`src/rtl/mem_access_unit.sv`:
```
// -----------------------------------------------------------------------------
// mem_access_unit
//
// MEM-stage load/store engine. Each load or store from the pipeline becomes one
// byte-lane-enabled request on a word-wide data-RAM port with a req/ack
// handshake. The pipeline is stalled until the access completes. Load data is
// lane-aligned and sign/zero-extended before it reaches the writeback mux.
//
// Build option:
//   ACCESS_TIMEOUT_EN - when defined, a watchdog ends any request that goes
//                       TIMEOUT_CYCLES request cycles without an ack. The
//                       access then finishes with addr_err and no load_valid.
//
// Ports:
//   clk, rst      clock, synchronous active-high reset
//   memRd, memWt  load / store request from the MEM stage
//   Load          000 lb, 001 lbu, 010 lh, 011 lhu, others lw
//   Store         00 sb, 01 sh, others sw
//   addr, wdata   byte address and store data
//   stall         freezes PC/IF/ID/EX/MEM while an access is in flight
//   load_data     aligned, extended load result (held until next load)
//   load_valid    one-cycle pulse when load_data is updated
//   addr_err      one-cycle pulse: misaligned / conflicting / timed-out access
//   mem_req .. mem_wdata   RAM request side, held stable until mem_ack
//   mem_ack, mem_rdata     RAM completion and read word
// -----------------------------------------------------------------------------
module mem_access_unit #(
    parameter int ADDR_W         = 32,
    parameter int TIMEOUT_CYCLES = 64
) (
    input  logic              clk,
    input  logic              rst,
    input  logic              memRd,
    input  logic              memWt,
    input  logic [2:0]        Load,
    input  logic [1:0]        Store,
    input  logic [ADDR_W-1:0] addr,
    input  logic [31:0]       wdata,
    output logic              stall,
    output logic [31:0]       load_data,
    output logic              load_valid,
    output logic              addr_err,
    output logic              mem_req,
    output logic              mem_we,
    output logic [ADDR_W-3:0] mem_addr,
    output logic [3:0]        mem_be,
    output logic [31:0]       mem_wdata,
    input  logic              mem_ack,
    input  logic [31:0]       mem_rdata
);

    typedef enum logic [1:0] {
        S_IDLE = 2'd0,
        S_REQ  = 2'd1,
        S_DONE = 2'd2
    } state_t;

    state_t state_q, state_d;

    logic              is_load_q;
    logic [2:0]        ld_type_q;
    logic [1:0]        lane_q;
    logic              mem_we_q;
    logic [ADDR_W-3:0] mem_addr_q;
    logic [3:0]        mem_be_q;
    logic [31:0]       mem_wdata_q;
    logic [31:0]       load_data_q;

    logic misalign;
    logic accept;
    logic reject;
    logic timeout_hit;
    logic timed_out;

    // Store byte enables, little-endian lane numbering.
    function automatic logic [3:0] store_be(input logic [1:0] st, input logic [1:0] lane);
        case (st)
            2'b00:   store_be = 4'b0001 << lane;
            2'b01:   store_be = lane[1] ? 4'b1100 : 4'b0011;
            default: store_be = 4'b1111;
        endcase
    endfunction

    // Replicate narrow store data across the word so any enabled lane sees it.
    function automatic logic [31:0] store_data(input logic [1:0] st, input logic [31:0] wd);
        case (st)
            2'b00:   store_data = {4{wd[7:0]}};
            2'b01:   store_data = {2{wd[15:0]}};
            default: store_data = wd;
        endcase
    endfunction

    // Pick the addressed byte/half out of the read word and extend it.
    function automatic logic [31:0] extend_load(input logic [2:0] ld, input logic [1:0] lane,
                                                input logic [31:0] rd);
        logic [7:0]  b;
        logic [15:0] h;
        b = rd[{lane, 3'b000} +: 8];
        h = rd[{lane[1], 4'b0000} +: 16];
        case (ld)
            3'b000:  extend_load = {{24{b[7]}}, b};
            3'b001:  extend_load = {24'h000000, b};
            3'b010:  extend_load = {{16{h[15]}}, h};
            3'b011:  extend_load = {16'h0000, h};
            default: extend_load = rd;
        endcase
    endfunction

    // Alignment is judged against the op that would be accepted; when both
    // request lines are high the access is rejected regardless.
    always_comb begin
        misalign = 1'b0;
        if (memRd) begin
            case (Load)
                3'b000, 3'b001: misalign = 1'b0;
                3'b010, 3'b011: misalign = addr[0];
                default:        misalign = |addr[1:0];
            endcase
        end else if (memWt) begin
            case (Store)
                2'b00:   misalign = 1'b0;
                2'b01:   misalign = addr[0];
                default: misalign = |addr[1:0];
            endcase
        end
    end

    assign accept = (memRd ^ memWt) & ~misalign;
    assign reject = (memRd | memWt) & ~accept;

`ifdef ACCESS_TIMEOUT_EN
    localparam int CNT_W = $clog2(TIMEOUT_CYCLES) + 1;

    logic [CNT_W-1:0] to_cnt_q;
    logic             timed_out_q;

    assign timeout_hit = (to_cnt_q == CNT_W'(TIMEOUT_CYCLES - 1));
    assign timed_out   = timed_out_q;

    // timed_out_q is only ever high in the DONE cycle that a timeout produced.
    always_ff @(posedge clk) begin
        if (rst) begin
            to_cnt_q    <= '0;
            timed_out_q <= 1'b0;
        end else begin
            timed_out_q <= (state_q == S_REQ) && !mem_ack && timeout_hit;
            if (state_q == S_IDLE && accept) begin
                to_cnt_q <= '0;
            end else if (state_q == S_REQ && !mem_ack) begin
                to_cnt_q <= to_cnt_q + 1'b1;
            end
        end
    end
`else
    logic [31:0] unused_timeout_cycles;

    assign unused_timeout_cycles = 32'(TIMEOUT_CYCLES);
    assign timeout_hit           = 1'b0;
    assign timed_out             = 1'b0;
`endif

    // State register
    always_ff @(posedge clk) begin
        if (rst) begin
            state_q <= S_IDLE;
        end else begin
            state_q <= state_d;
        end
    end

    // Next-state logic
    always_comb begin
        state_d = state_q;
        case (state_q)
            S_IDLE: if (accept) state_d = S_REQ;
            S_REQ:  if (mem_ack || timeout_hit) state_d = S_DONE;
            S_DONE: state_d = S_IDLE;
            default: state_d = S_IDLE;
        endcase
    end

    // Output logic. IDLE outputs are masked during reset so a request line
    // held high through reset cannot raise stall or addr_err.
    always_comb begin
        stall      = 1'b0;
        mem_req    = 1'b0;
        load_valid = 1'b0;
        addr_err   = 1'b0;
        case (state_q)
            S_IDLE: begin
                stall    = accept & ~rst;
                addr_err = reject & ~rst;
            end
            S_REQ: begin
                stall   = 1'b1;
                mem_req = 1'b1;
            end
            S_DONE: begin
                load_valid = is_load_q & ~timed_out;
                addr_err   = timed_out;
            end
            default: ;
        endcase
    end

    // Request latch and load-result register
    always_ff @(posedge clk) begin
        if (rst) begin
            is_load_q   <= 1'b0;
            ld_type_q   <= 3'b000;
            lane_q      <= 2'b00;
            mem_we_q    <= 1'b0;
            mem_addr_q  <= '0;
            mem_be_q    <= 4'b0000;
            mem_wdata_q <= 32'h0;
            load_data_q <= 32'h0;
        end else begin
            if (state_q == S_IDLE && accept) begin
                is_load_q   <= memRd;
                ld_type_q   <= Load;
                lane_q      <= addr[1:0];
                mem_we_q    <= memWt;
                mem_addr_q  <= addr[ADDR_W-1:2];
                mem_be_q    <= memRd ? 4'b1111 : store_be(Store, addr[1:0]);
                mem_wdata_q <= store_data(Store, wdata);
            end
            if (state_q == S_REQ && mem_ack && is_load_q) begin
                load_data_q <= extend_load(ld_type_q, lane_q, mem_rdata);
            end
        end
    end

    assign load_data = load_data_q;
    assign mem_we    = mem_we_q;
    assign mem_addr  = mem_addr_q;
    assign mem_be    = mem_be_q;
    assign mem_wdata = mem_wdata_q;

endmodule

```
`config.mk`:
```
export PLATFORM = sky130hd
export DESIGN_NAME = mem_access_unit
export DESIGN_NICKNAME = d
export VERILOG_FILES = /design/src/rtl/mem_access_unit.sv
export SDC_FILE = /design/constraint.sdc
export NUM_CORES = 1
export LEC_CHECK = 0
export BUFFER_PORTS_ARGS = -buffer_cell sky130_fd_sc_hd__buf_2
export CAP_MARGIN = 20
export CELL_PAD_IN_SITES_DETAIL_PLACEMENT = 0
export CELL_PAD_IN_SITES_GLOBAL_PLACEMENT = 2
export CORE_ASPECT_RATIO = 2
export CORE_MARGIN = 1.5
export CORE_UTILIZATION = 27
export CTS_CLUSTER_SIZE = 24
export DETAILED_ROUTE_END_ITERATION = 6
export GPL_TIMING_DRIVEN = 0
export PLACE_DENSITY = 0.84
export SYNTH_ARGS = -nofsm -noshare
export SYNTH_HDL_FRONTEND = slang
export SYNTH_SLANG_ARGS = --single-unit
```
`constraint.sdc`:
```
create_clock -name clk -period 2.4 [get_ports clk]
set_clock_uncertainty 0.15 [all_clocks]
set_input_delay 0 -clock clk [delete_from_list [all_inputs] [get_ports clk]]
set_output_delay 0 -clock clk [all_outputs]
set_load 0.005 [all_outputs]
```
== After elaboration in Yosys (flattened, before gate mapping) ==
Cells that the tools add are included.

* $add $sub $neg: 0
* Multiply operators: 0
* Divide/modulo/power cells: 0
* Magnitude comparators: 0
* Equal/unequal tests: 11
* Shift operators: 3
* Multiplexer cells: 16
* Bitwise logic cells: 9
* Reductions and logical operators: 11

{| class="wikitable"
|+ Operator list
! kind !! count
|-
| 32-bit one-hot mux with 4 select lines || 1
|-
| 32-bit one-hot mux with 2 select lines || 1
|-
| 32-bit by 6-bit indexed part select with 16-bit output || 1
|-
| 32-bit by 6-bit indexed part select with 8-bit output || 1
|-
| 3-bit by 2-bit equality test with 1-bit output (second input constant) || 4
|-
| 4-bit 2-to-1 mux || 2
|-
| 4-bit one-hot mux with 2 select lines || 1
|-
| 3-bit by 1-bit equality test with 1-bit output (second input constant) || 2
|-
| 3-bit logical NOT || 2
|-
| 1-bit one-hot mux with 2 select lines || 3
|-
| 2-bit OR reduction || 3
|-
| 1-bit 2-to-1 mux || 5
|-
| 1-bit bitwise AND || 4
|-
| 2-bit by 1-bit equality test with 1-bit output (second input constant) || 2
|-
| 2-bit logical NOT || 2
|-
| 2-bit 2-to-1 mux || 2
|-
| 2-bit inequality test (second input constant) || 2
|-
| 2-bit one-hot mux with 2 select lines || 1
|-
| 1-bit by 2-bit left shift with 4-bit output (first input constant) || 1
|-
| 1-bit logical AND || 3
|-
| 1-bit inverter || 3
|-
| 2-bit equality test (second input constant) || 1
|-
| 2-bit AND reduction || 1
|-
| 1-bit OR || 1
|-
| 1-bit bitwise XOR || 1
|}

* Register bits: 107
* Latch bits: 0
* Memory bits (writable): 0
* Memory bits (read-only): 0
* Logic and storage cells: 59
* Memories: 0

== Longest topological paths before layout ==
* Word-level depth: 10
* Mapped depth: 7
* Gate-level depth less buffers: 5

== Worst setup path before layout ==
No wires, ideal clock.

* Path kind: register to register
* Start: register lane_q[1]
* End: register load_data_q[20], in the netlist load_data[20]
* Setup time: 0.081 ns
* Data arrival time: 1.494 ns
* Data required time: 2.169 ns
* Path slack: 0.675 ns
* Cell stages (with the launch flop): 8
* Buffers on the path: 3
* Clock period less this slack: 1.725 ns
* Cell sequence: dfxtp_1 buf_4 mux2i_1 mux2_2 o31a_1 buf_6 buf_6 a211oi_2

* Cells in the longest elaborated chain, start to end: 2

{| class="wikitable"
|+ Ends and longest elaborated chain
! element !! RTL line !! source
|-
| start: declaration || 62 || <nowiki>logic [1:0] lane_q;</nowiki>
|-
| start signal: assignment || 221 || <nowiki>lane_q <= addr[1:0];</nowiki>
|-
| 32-bit by 6-bit indexed part select with 16-bit output / 32-bit by 6-bit indexed part select with 8-bit output (equally long branches) || 99, 98 ||
|-
| 32-bit one-hot mux with 4 select lines (*) || 100 || <nowiki>case (ld)</nowiki>
|-
| end signal: assignment || 228 || <nowiki>load_data_q <= extend_load(ld_type_q, lane_q, mem_rdata);</nowiki>
|-
| end: declaration || 67 || <nowiki>logic [31:0] load_data_q;</nowiki>
|}

Mark *: on every way between the ends. The rest lies on a longest branch, timed or not.
A chain may end at the register's enable or synchronous reset.

== Worst setup path in the final report ==
* Start: input port memWt
* End: output port stall

* Cells in the longest elaborated chain, start to end: 6

{| class="wikitable"
|+ Ends and longest elaborated chain
! element !! RTL line !! source
|-
| start: declaration || 34 || <nowiki>input logic memWt,</nowiki>
|-
| 1-bit 2-to-1 mux || 119 || <nowiki>end else if (memWt) begin</nowiki>
|-
| 1-bit 2-to-1 mux || 113 || <nowiki>if (memRd) begin</nowiki>
|-
| 1-bit inverter || 128 || <nowiki>assign accept = (memRd ^ memWt) & ~misalign;</nowiki>
|-
| 1-bit bitwise AND (*) || 128 ||
|-
| 1-bit bitwise AND (*) || 191 || <nowiki>stall = accept & ~rst;</nowiki>
|-
| 1-bit one-hot mux with 2 select lines (*) || 189 || <nowiki>case (state_q)</nowiki>
|-
| end: declaration || 39 || <nowiki>output logic stall,</nowiki>
|}

Marks and branches as above.

==> metrics <==
cells taking the most area after synthesis=sky130_fd_sc_hd__dfxtp_1 (42%), sky130_fd_sc_hd__o31ai_1 (7.8%), sky130_fd_sc_hd__a21oi_1 (7.5%), sky130_fd_sc_hd__nand3_1 (5.3%), sky130_fd_sc_hd__nand2_1 (4.6%); worst-path maximum fanout=10; detailed router's first-iteration violation count=approximately 180; CTS tree=yes; area share of the largest cell type after synthesis=42.1%; leading post-synthesis cells by instance count=sky130_fd_sc_hd__dfxtp_1 (107), sky130_fd_sc_hd__a21oi_1 (76), sky130_fd_sc_hd__nand2_1 (62); cell type contributing the most total cell area after synthesis=sky130_fd_sc_hd__dfxtp_1; top-count cell post-synth=sky130_fd_sc_hd__dfxtp_1; largest net degree at the start of global routing=17; post-route minimum period=between 2 and 2.5 ns; Unique masters post-synth=37; via count of the first global-routing pass=approximately 6200; warnings from Yosys=0; pwr/cell area=~570 mW/mm^2; number of clock sinks seen by CTS=around 110; crit path launch type=input pin; ratio of final minimum period to clock period=between 90% and 100%; root buf cell=sky130_fd_sc_hd__clkbuf_16; Worst-path clk slew=about 0.070 ns; post-synth net total=a little over 700; Die W=100 um; outcome=finished clean; Seq/Total Area, Yosys=about 42%; total instance count after detailed placement=approximately 1000; number of CTS-inserted buffers=9; Post-DP HPWL=approximately 17000 um; drt wl/cell=approximately 19 um; Crit path arrival time=between 2 and 2.5 ns; proportion of synthesized flip-flops having asynchronous set or reset=0%; aggregate negative setup slack=0 ns; number of H-tree levels=3; GR Util All Layers=between 20% and 30%; die area=about 0.020 mm^2; maximum vdd drop=313 uV; worst slew slack as a fraction of its limit=around 53%; count of standard-cell rows=70; Placeable Area=roughly 0.018 mm^2; maximum achievable frequency=around 440 MHz; initial core utilization=~28%; grt ovf=0; Max-Cap Viols=0; wire length of the first global-routing pass=around 33000 um; reported leakage power=0.00324 uW; transition at the pin with the smallest max-transition slack=roughly 0.7 ns; post-synthesis instance total=slightly above 600; via count normalized by instance count=around 5.2; crit path capture type=primary output; Finish-stage setup viols=0; count of input and output buffers=around 210; final hold violation count=0; chip height=approximately 200 um; Boundary Pins=~210; number of nets with antenna violations after routing=0; unrepaired setup endpoints after global routing=false; clock latency on the worst-skew pair=about 0.36 ns; Max Root-Sink Buffers=2; netlist area before placement=0.00509 mm^2; total DRC errors in the routed layout=0; number of flops mapped to enable cells by yosys=0; share of cells above drive strength 1=between 20% and 30%; First-pass DRT Iterations=4; category of the critical setup timing path=in2out; total number of nets in the final design=~1000; syn avg cell area=~8.3 um^2; Resized cells post-CTS=0; most used flip-flop cell after synthesis=sky130_fd_sc_hd__dfxtp_1; total inserted antenna cells=0; Layout Area Growth over Synthesis=50.8%; worst path required time=between 2 and 2.5 ns; number of fill cells=roughly 2000; hold crit path type=in2reg; number of slew-limit violations in the final report=0; synthesis-stage register bit count=between 100 and 150; via total after detailed routing=5954; antenna violations before repair=0; WL final=21900 um; count of placed standard cells in the final layout, fillers left out=approximately 1200; final weighted congestion in routability-driven placement=0.816; post-CTS setup buffer count=0
[per-stage QoR]
step	hold slack [ns]	cell area [um^2]	power (uW)	worst slack [ns]	util, %
2_1_floorplan	-0.0362	5090	2490	0.675	-
3_3_place_gp	0.106	6390	2920	0.278	34.7
3_5_place_dp	0.110	6390	2930	0.266	34.7
4_1_cts	0.000114	7670	4460	0.134	41.7
5_1_grt	0.0156	7670	4620	0.00490	41.7
6_report	0.00168	7670	4410	0.135	41.7
[state kept, by name, indices dropped and copies added (netlist names)]
signal     count
load_data     32
mem_wdata     32
mem_addr      30
mem_be         4
ld_type_q      3
lane_q         2
state_q        2
is_load_q      1
mem_we         1
[worst max-delay path: stages]
cell	delay (ns)
sky130_fd_sc_hd__dlygate4sd3_1	0.52
sky130_fd_sc_hd__buf_2	0.15
sky130_fd_sc_hd__inv_1	0.09
sky130_fd_sc_hd__ha_1	0.29
sky130_fd_sc_hd__nand3_1	0.08
sky130_fd_sc_hd__buf_2	0.22
sky130_fd_sc_hd__buf_1	0.26
sky130_fd_sc_hd__o41ai_1	0.31
sky130_fd_sc_hd__buf_2	0.19
[layout make-up]
type | instances | area (um^2) | area share, %
buffer | 70 | 302 | 3.93
sequential | 107 | 2140 | 27.9
timing repair buffer | 308 | 2050 | 26.7
tap | 216 | 270 | 3.52
clock buffer | 10 | 229 | 2.98
inverter | 3 | 11.3 | 0.147
clock inverter | 5 | 31.3 | 0.408
multi-input combinational | 434 | 2630 | 34.3
[report_power, final]
part / internal [uW] / switching [uW]
Combinational: 457 / 588
Clock: 697 / 696
Sequential: 1900 / 73.4
[per-layer routing]
| metal | routed length, um | track usage (%) | up-vias |
|---|---|---|---|
| met5 | 0 | 0 | - |
| met3 | 879 | 2.83 | 62 |
| met4 | 1220 | 13.5 | 0 |
| met2 | 12000 | 42.8 | 221 |
| met1 | 7880 | 21.6 | 2769 |
| li1 | - | - | 2902 |
[path summary, 6_finish.rpt]
check / from / to / slack, ns / cells after the start
setup / recovery: memWt / stall / 0.14 / 9
hold reg to reg: mem_addr[13]$_SDFFE_PP0P_ / mem_addr[13]$_SDFFE_PP0P_ / 0.32 / 2
setup reg to reg: state_q[1]$_SDFFE_PP0P_ / mem_wdata[15]$_SDFFE_PP0P_ / 0.25 / 5
hold / removal: wdata[29] / mem_wdata[29]$_SDFFE_PP0P_ / 0.002 / 5
[cell families (layout without fill, tap and decap cells)]
logic type      count (synthesis)  in the layout  share of synthesized area [%]
compound gates                222            222                           29.4
fa+ha+maj                       1              1                          0.246
simple gates                  184            184                           16.6
mux                            27             27                           5.51
flops                         107            107                           42.1
buf+inv                        73            396                           6.15
[cell usage in the layout, fill, tap and decap left out, types with 7 or more instances in the layout]
cell type	Yosys	routed
sky130_fd_sc_hd__buf_2	16	222
sky130_fd_sc_hd__dfxtp_1	107	107
sky130_fd_sc_hd__dlygate4sd3_1	0	102
sky130_fd_sc_hd__a21oi_1	76	76
sky130_fd_sc_hd__nand2_1	62	62
sky130_fd_sc_hd__nand3_1	54	54
sky130_fd_sc_hd__o31ai_1	53	53
sky130_fd_sc_hd__clkbuf_1	41	42
sky130_fd_sc_hd__nor2_1	39	39
sky130_fd_sc_hd__o21ai_0	25	25
sky130_fd_sc_hd__a211oi_1	24	24
sky130_fd_sc_hd__mux2i_1	19	19
sky130_fd_sc_hd__a311oi_1	12	12
sky130_fd_sc_hd__buf_1	10	10
sky130_fd_sc_hd__nor3_1	10	10
sky130_fd_sc_hd__a211oi_2	10	10
sky130_fd_sc_hd__clkbuf_16	0	9
sky130_fd_sc_hd__mux2_2	8	8
sky130_fd_sc_hd__nand3b_1	8	8
sky130_fd_sc_hd__a31oi_1	7	7
sky130_fd_sc_hd__o221a_2	7	7
[timing repair]
action,in CTS,in global routing
hold buffers,102,0
endpoints found under the hold margin,105,0
setup endpoints to repair,0,0
Power figures use the tool's default switching activity.
